`config.mk`:
```
export PLATFORM = sky130hd
export DESIGN_NAME = sound_scheduler
export DESIGN_NICKNAME = d
export VERILOG_FILES = /design/src/rtl/sound_pkg.sv /design/src/rtl/sound_timer.sv /design/src/rtl/sound_scheduler.sv
export SDC_FILE = /design/constraint.sdc
export NUM_CORES = 1
export LEC_CHECK = 0
export ABC_AREA = 1
export BUFFER_PORTS_ARGS = -buffer_cell sky130_fd_sc_hd__buf_2
export CORE_MARGIN = 3
export CORE_UTILIZATION = 56
export DETAILED_ROUTE_END_ITERATION = 12
export PLACE_DENSITY_LB_ADDON = 0.3
export SLEW_MARGIN = 10
export SYNTH_ARGS = -nofsm -noshare
export SYNTH_HDL_FRONTEND = slang
export SYNTH_HIERARCHICAL = 1
export SYNTH_SLANG_ARGS = --single-unit
```
`constraint.sdc`:
```
create_clock -name clk -period 3.2 [get_ports clk]
set_input_delay 0.32 -clock clk [delete_from_list [all_inputs] [get_ports clk]]
set_output_delay 0.32 -clock clk [all_outputs]
set_load 0.02 [all_outputs]
```
`src/rtl/sound_pkg.sv`:
```
// Shared definitions for the sound scheduler: sound IDs, FSM states and
// the priority helpers used to pick and compare sounds.
package sound_pkg;

  typedef logic [2:0] sound_id_t;

  localparam sound_id_t SND_NONE     = 3'd0;
  localparam sound_id_t SND_CHOMP    = 3'd1;
  localparam sound_id_t SND_PLACE    = 3'd2;
  localparam sound_id_t SND_TRAVEL   = 3'd3;
  localparam sound_id_t SND_MOVE     = 3'd4;
  localparam sound_id_t SND_GAMEOVER = 3'd5;

  typedef enum logic [1:0] {
    ST_IDLE,
    ST_START,
    ST_PLAYING,
    ST_GAP
  } state_t;

  // Larger rank wins; SND_NONE ranks below every real sound.
  function automatic logic [2:0] sound_rank(input sound_id_t id);
    case (id)
      SND_GAMEOVER: sound_rank = 3'd5;
      SND_TRAVEL:   sound_rank = 3'd4;
      SND_PLACE:    sound_rank = 3'd3;
      SND_CHOMP:    sound_rank = 3'd2;
      SND_MOVE:     sound_rank = 3'd1;
      default:      sound_rank = 3'd0;
    endcase
  endfunction

  // Highest-priority sound present in a pending set (bit i = sound i+1).
  function automatic sound_id_t highest_pending(input logic [4:0] p);
    if (p[4])      highest_pending = SND_GAMEOVER;
    else if (p[2]) highest_pending = SND_TRAVEL;
    else if (p[1]) highest_pending = SND_PLACE;
    else if (p[0]) highest_pending = SND_CHOMP;
    else if (p[3]) highest_pending = SND_MOVE;
    else           highest_pending = SND_NONE;
  endfunction

  // Pending-set bit that belongs to a sound ID.
  function automatic logic [4:0] sound_mask(input sound_id_t id);
    case (id)
      SND_CHOMP:    sound_mask = 5'b00001;
      SND_PLACE:    sound_mask = 5'b00010;
      SND_TRAVEL:   sound_mask = 5'b00100;
      SND_MOVE:     sound_mask = 5'b01000;
      SND_GAMEOVER: sound_mask = 5'b10000;
      default:      sound_mask = 5'b00000;
    endcase
  endfunction

endpackage

```
`src/rtl/sound_timer.sv`:
```
// Loadable 32-bit down-counter; parks at zero instead of wrapping.
module sound_timer (
  input  logic        clk,
  input  logic        rst,
  input  logic        load,
  input  logic [31:0] value,
  input  logic        en,
  output logic        zero
);

  logic [31:0] count_q;

  // Load has priority over counting; counting stops at zero.
  always_ff @(posedge clk or posedge rst) begin
    // NOTE: sequential state uses non-blocking assignments so every flop
    // samples pre-edge values regardless of block evaluation order.
    if (rst) begin
      count_q <= 32'd0;
    end else if (load) begin
      count_q <= value;
    end else if (en && (count_q != 32'd0)) begin
      count_q <= count_q - 32'd1;
    end
  end

  assign zero = (count_q == 32'd0);

endmodule

```
`src/rtl/sound_scheduler.sv`:
```
// Arbitrates sound requests onto one audio player: pending set, priority
// launch with preemption, per-sound duration and an inter-sound gap.
module sound_scheduler
  import sound_pkg::*;
#(
  parameter int unsigned DUR_CHOMP    = 48999548,
  parameter int unsigned DUR_PLACE    = 75483200,
  parameter int unsigned DUR_TRAVEL   = 197946892,
  parameter int unsigned DUR_MOVE     = 96002760,
  parameter int unsigned DUR_GAMEOVER = 320993010,
  parameter int unsigned GAP_CYCLES   = 100000
) (
  input  logic       clk,
  input  logic       rst,
  input  logic [4:0] req,
  input  logic       stop,
  output logic       play,
  output logic [2:0] soundchoice,
  output logic       busy,
  output logic       done,
  output logic [4:0] pending
);

  localparam logic [31:0] GAP_LOAD = (GAP_CYCLES == 0) ? 32'd0 : GAP_CYCLES - 32'd1;
  localparam logic        GAP_ON   = (GAP_CYCLES != 0);

  // Timer load value for a sound: the START cycle counts as the first one.
  function automatic logic [31:0] dur_load(input sound_id_t id);
    case (id)
      SND_CHOMP:    dur_load = DUR_CHOMP - 32'd1;
      SND_PLACE:    dur_load = DUR_PLACE - 32'd1;
      SND_TRAVEL:   dur_load = DUR_TRAVEL - 32'd1;
      SND_MOVE:     dur_load = DUR_MOVE - 32'd1;
      SND_GAMEOVER: dur_load = DUR_GAMEOVER - 32'd1;
      default:      dur_load = 32'd0;
    endcase
  endfunction

  state_t      state_q;
  sound_id_t   cur_q;          // sound playing now, or last played in GAP
  sound_id_t   choice_q;
  logic        play_q, busy_q, done_q;
  logic [4:0]  pending_q, pending_d;

  sound_id_t   sel_id;
  logic        launch, finish, gap_end;
  logic        timer_load, timer_en, timer_zero;
  logic [31:0] timer_value;

  // Next-step decisions shared by the FSM and the timer.
  always_comb begin
    // NOTE: every output gets a value before any condition so no latch is
    // inferred on paths that skip an assignment.
    sel_id      = highest_pending(pending_q);
    launch      = 1'b0;
    finish      = 1'b0;
    gap_end     = 1'b0;
    timer_load  = 1'b0;
    timer_value = GAP_LOAD;
    timer_en    = (state_q != ST_IDLE);
    pending_d   = 5'b00000;
    if (!stop) begin
      if (sel_id != SND_NONE) begin
        if (state_q == ST_IDLE) begin
          launch = 1'b1;
        end else if ((state_q == ST_PLAYING || state_q == ST_GAP) &&
                     (sound_rank(sel_id) > sound_rank(cur_q))) begin
          launch = 1'b1;
        end
      end
      finish  = !launch && timer_zero &&
                (state_q == ST_START || state_q == ST_PLAYING);
      gap_end = !launch && timer_zero && (state_q == ST_GAP);
      timer_load = launch || (finish && GAP_ON);
      if (launch) begin
        timer_value = dur_load(sel_id);
      end
      // A request arriving with its own launch is absorbed by the clear.
      pending_d = (pending_q | req) & ~(launch ? sound_mask(sel_id) : 5'b00000);
    end
  end

  sound_timer u_timer (
    .clk   (clk),
    .rst   (rst),
    .load  (timer_load),
    .value (timer_value),
    .en    (timer_en),
    .zero  (timer_zero)
  );

  // Scheduler FSM with registered player-facing outputs.
  always_ff @(posedge clk or posedge rst) begin
    if (rst) begin
      state_q   <= ST_IDLE;
      cur_q     <= SND_NONE;
      choice_q  <= SND_NONE;
      play_q    <= 1'b0;
      busy_q    <= 1'b0;
      done_q    <= 1'b0;
      pending_q <= 5'b00000;
    end else begin
      play_q    <= 1'b0;
      done_q    <= 1'b0;
      pending_q <= pending_d;
      if (stop) begin
        state_q  <= ST_IDLE;
        cur_q    <= SND_NONE;
        choice_q <= SND_NONE;
        busy_q   <= 1'b0;
      end else if (launch) begin
        state_q  <= ST_START;
        cur_q    <= sel_id;
        choice_q <= sel_id;
        play_q   <= 1'b1;
        busy_q   <= 1'b1;
      end else if (finish) begin
        done_q   <= 1'b1;
        choice_q <= SND_NONE;
        state_q  <= GAP_ON ? ST_GAP : ST_IDLE;
        busy_q   <= GAP_ON;
      end else if (gap_end) begin
        state_q <= ST_IDLE;
        busy_q  <= 1'b0;
      end else if (state_q == ST_START) begin
        state_q <= ST_PLAYING;
      end
    end
  end

  assign play        = play_q;
  assign soundchoice = choice_q;
  assign busy        = busy_q;
  assign done        = done_q;
  assign pending     = pending_q;

endmodule
```
==> results.json <==
{
  "design_area_um2": 3980,
  "avgViaCountPerCell": 5.48,
  "dp_hpwl_um": 6720,
  "rrSetupSlack_ns": 0.21,
  "ctsHoldBuffers": 0,
  "worst_slew_pin_slew_ns": 0.614,
  "arrival_ns": 3.19,
  "power.density_nw_per_um2": 934,
  "start_kind": "register",
  "layout.nets": 603,
  "antenna_found_initial": 0,
  "p_leak_nw": 2.13,
  "drive_gt1_frac": 0.144,
  "coreArea_um2": 6060,
  "tritoncts": "built",
  "ir_drop_v": 0.000562,
  "num_antenna_cells": 0,
  "synth-async-reset-ratio": 1.00,
  "synth_fa_ha_area_frac": 0.0244,
  "gp_congestion": 0.964,
  "slew_headroom": 0.590,
  "drt-wirelength-per-cell_um": 13.6,
  "synth.top_cells.by_area": "dfrtp_1, nand2_1, nor2_1, inv_1, nand3_1",
  "synth_enable_flop_cells": 0,
  "worstRegToRegCells": 24,
  "synth_seq_area_share": 0.335,
  "start_util": 0.592,
  "status": "finished, final reports clean",
  "htreeDepth": 2,
  "areaGrowthSynthToFinish_pct": 10.8,
  "syn_inst": 560,
  "grt_pass1_vias": 3350,
  "worstSkewPairLatency_ns": 0.30,
  "grt_pass1_wl_um": 15100,
  "dr_total_vias": 3641,
  "timing.fmax_mhz": 334,
  "crit_type": "register to register",
  "grt_overflow": 0,
  "totalWireLength_um": 9000,
  "synth_area_um2": 3590,
  "clock_path_buffers": 2,
  "placed_cell_area_um2": 3780,
  "clockRootBuffer": "clkbuf_8",
  "synthDistinctLibCells": 38,
  "holdCritPathClass": "primary input to async pin",
  "route.detailed.drc": 0,
  "synth_xor_area_frac": 0.0220,
  "fp.dieArea_um2": 7400,
  "postSynthAreaPerCell_um2": 6.41,
  "ys_warn_count": 6,
  "cts_made_buffers": 5,
  "grt.met3_usage": 0.0288,
  "cap_violations": 0,
  "drtIter0Drc": 324,
  "yosys-top-cells-count": "nand2_1, nor2_1, inv_1",
  "top_usage_layer": "met2",
  "path_max_fanout": 36,
  "port_buffers": 18,
  "first_pass_iters": 6,
  "synth_compound_area_frac": 0.0844,
  "setup_tns_ns": 0,
  "critPathRequiredTime_ns": 3.40,
  "finalSetupViolCount": 0,
  "yosysMostFrequentCell": "nand2_1",
  "pin_count": 19,
  "use_met1": 0.325,
  "r2r_end": "u_timer/count_q[26]",
  "final_antenna_net_count": 0,
  "period_share": 0.935,
  "synth_mux_area_frac": 0,
  "grt_max_degree": 37,
  "synth_top_area_frac": 0.335,
  "fin_crit_ns": 2.99,
  "skew_ns": 0.00599,
  "r2r_start": "pending[2]",
  "synth-seq-cells": 48,
  "ys.flop_type": "dfrtp_1",
  "slew_violations": 0,
  "endpoint_kind": "register",
  "die_w_um": 86.0,
  "synth_top_area_cell": "dfrtp_1",
  "gr-usage-met2": 0.432,
  "grt_usage": 0.253,
  "cts_sinks": 48,
  "die_height_um": 86.0,
  "num_rows": 28,
  "hold_viol_final": 0,
  "synth_top_family_by_area": "simple AND/OR/NAND/NOR gates",
  "synth-simple-area-share": 0.429,
  "clk_pin_slew_worst_paths_ns": 0.10
}
[area by class of cell]
type | count | area, um^2
tap | 75 | 93.8
sequential | 48 | 1210
fill | 543 | 2080
clock buffer | 5 | 68.8
inverter | 78 | 298
timing repair buffer | 29 | 215
multi-input combinational | 426 | 2050
clock inverter | 3 | 46.3
[state kept, by name, summed over array words and instances, names as in the netlist]
name / cells
pending: 5
cur_q: 3
busy: 1
done: 1
play: 1
state_q: 2
u_timer/count_q: 32
soundchoice: 3
[per-stage QoR]
| step | hold slack (ns) | setup WS (ns) | instances | power [mW] | utilization |
|---|---|---|---|---|---|
| after floorplan | 0.234 | 0.141 | 563 | 2.68 | - |
| after global placement | 0.411 | 0.195 | 652 | 3.09 | 0.624 |
| after detailed placement | 0.430 | 0.0995 | 652 | 3.16 | 0.624 |
| after CTS | 0.0883 | 0.0973 | 660 | 3.62 | 0.643 |
| after global routing | 0.105 | -0.0277 | 664 | 4.07 | 0.656 |
| final | 0.0776 | 0.208 | 664 | 3.71 | 0.656 |
[how the worst max path moves through the flow]
stage	from	slack (ns)	end
after floorplan	pending[2]	0.14	u_timer/count_q[25]
after global placement	pending[4]	0.20	u_timer/count_q[1]
after detailed placement	pending[4]	0.1	u_timer/count_q[16]
after CTS	pending[4]	0.1	u_timer/count_q[16]
after global routing	pending[2]	-0.03	u_timer/count_q[7]
final	pending[2]	0.21	u_timer/count_q[26]
[cells by family after synthesis]
group | after synthesis
AND/OR/NAND/NOR | 354
buffers and inverters | 89
AO/OA/AOI/OAI | 51
flip-flops | 48
XOR/XNOR | 9
adder cells (fa/ha/maj) | 7
other | 2
[routing by layer]
| layer | up-vias | routed length (um) |
|---|---|---|
| met5 | - | 0 |
| met4 | 0 | 332 |
| met3 | 33 | 534 |
| met2 | 160 | 4260 |
| met1 | 1656 | 3870 |
| li1 | 1792 | - |
[worst max-delay path, cell delays in order (launching register included)]
cell     delay, ns
dfrtp_2       0.46
nor2_4        0.15
and3_4        0.21
nor2_4        0.05
nand2_1       0.06
inv_2         0.06
nand2_4       0.09
nand2_1       0.06
ha_1          0.30
nand3_1       0.08
nand2_1       0.05
inv_1         0.05
nand2_1       0.05
nand2_1       0.09
nand2_4       0.10
nand2_2       0.11
nor2_2        0.05
nor2_2        0.11
inv_1         0.07
inv_2         0.11
buf_12        0.16
nand2_4       0.08
buf_12        0.19
nand3_1       0.09
nand2_1       0.05
[timing repair]
action                                  in CTS  in global routing
setup buffers                                0                  3
resized for setup                            0                 13
endpoints found under the hold margin        0                  0
endpoints found under the setup margin       0                 32
[report_power, final]
part | total, mW | internal [mW] | switching, mW
Clock | 0.460 | 0.236 | 0.225
Combinational | 2.17 | 0.749 | 1.42
Sequential | 1.08 | 0.839 | 0.242
Total | 3.71 | 1.82 | 1.89
[cells in the final DEF, fill, tap and decap left out, drive strengths merged]
master      n
a21o        1
a21oi       5
a31oi       2
and3        1
buf        28
bufinv      1
clkbuf      6
clkinvlp    1
conb        5
dfrtp      48
ha          7
inv        79
nand2     189
nand3      51
nand3b      1
nand4       7
nor2       94
nor3        2
o21ai      38
o21bai      2
o221ai      2
o22ai       1
or2         9
xnor2       4
xor2        5
Note: power is estimated with default switching activity, not from simulation.
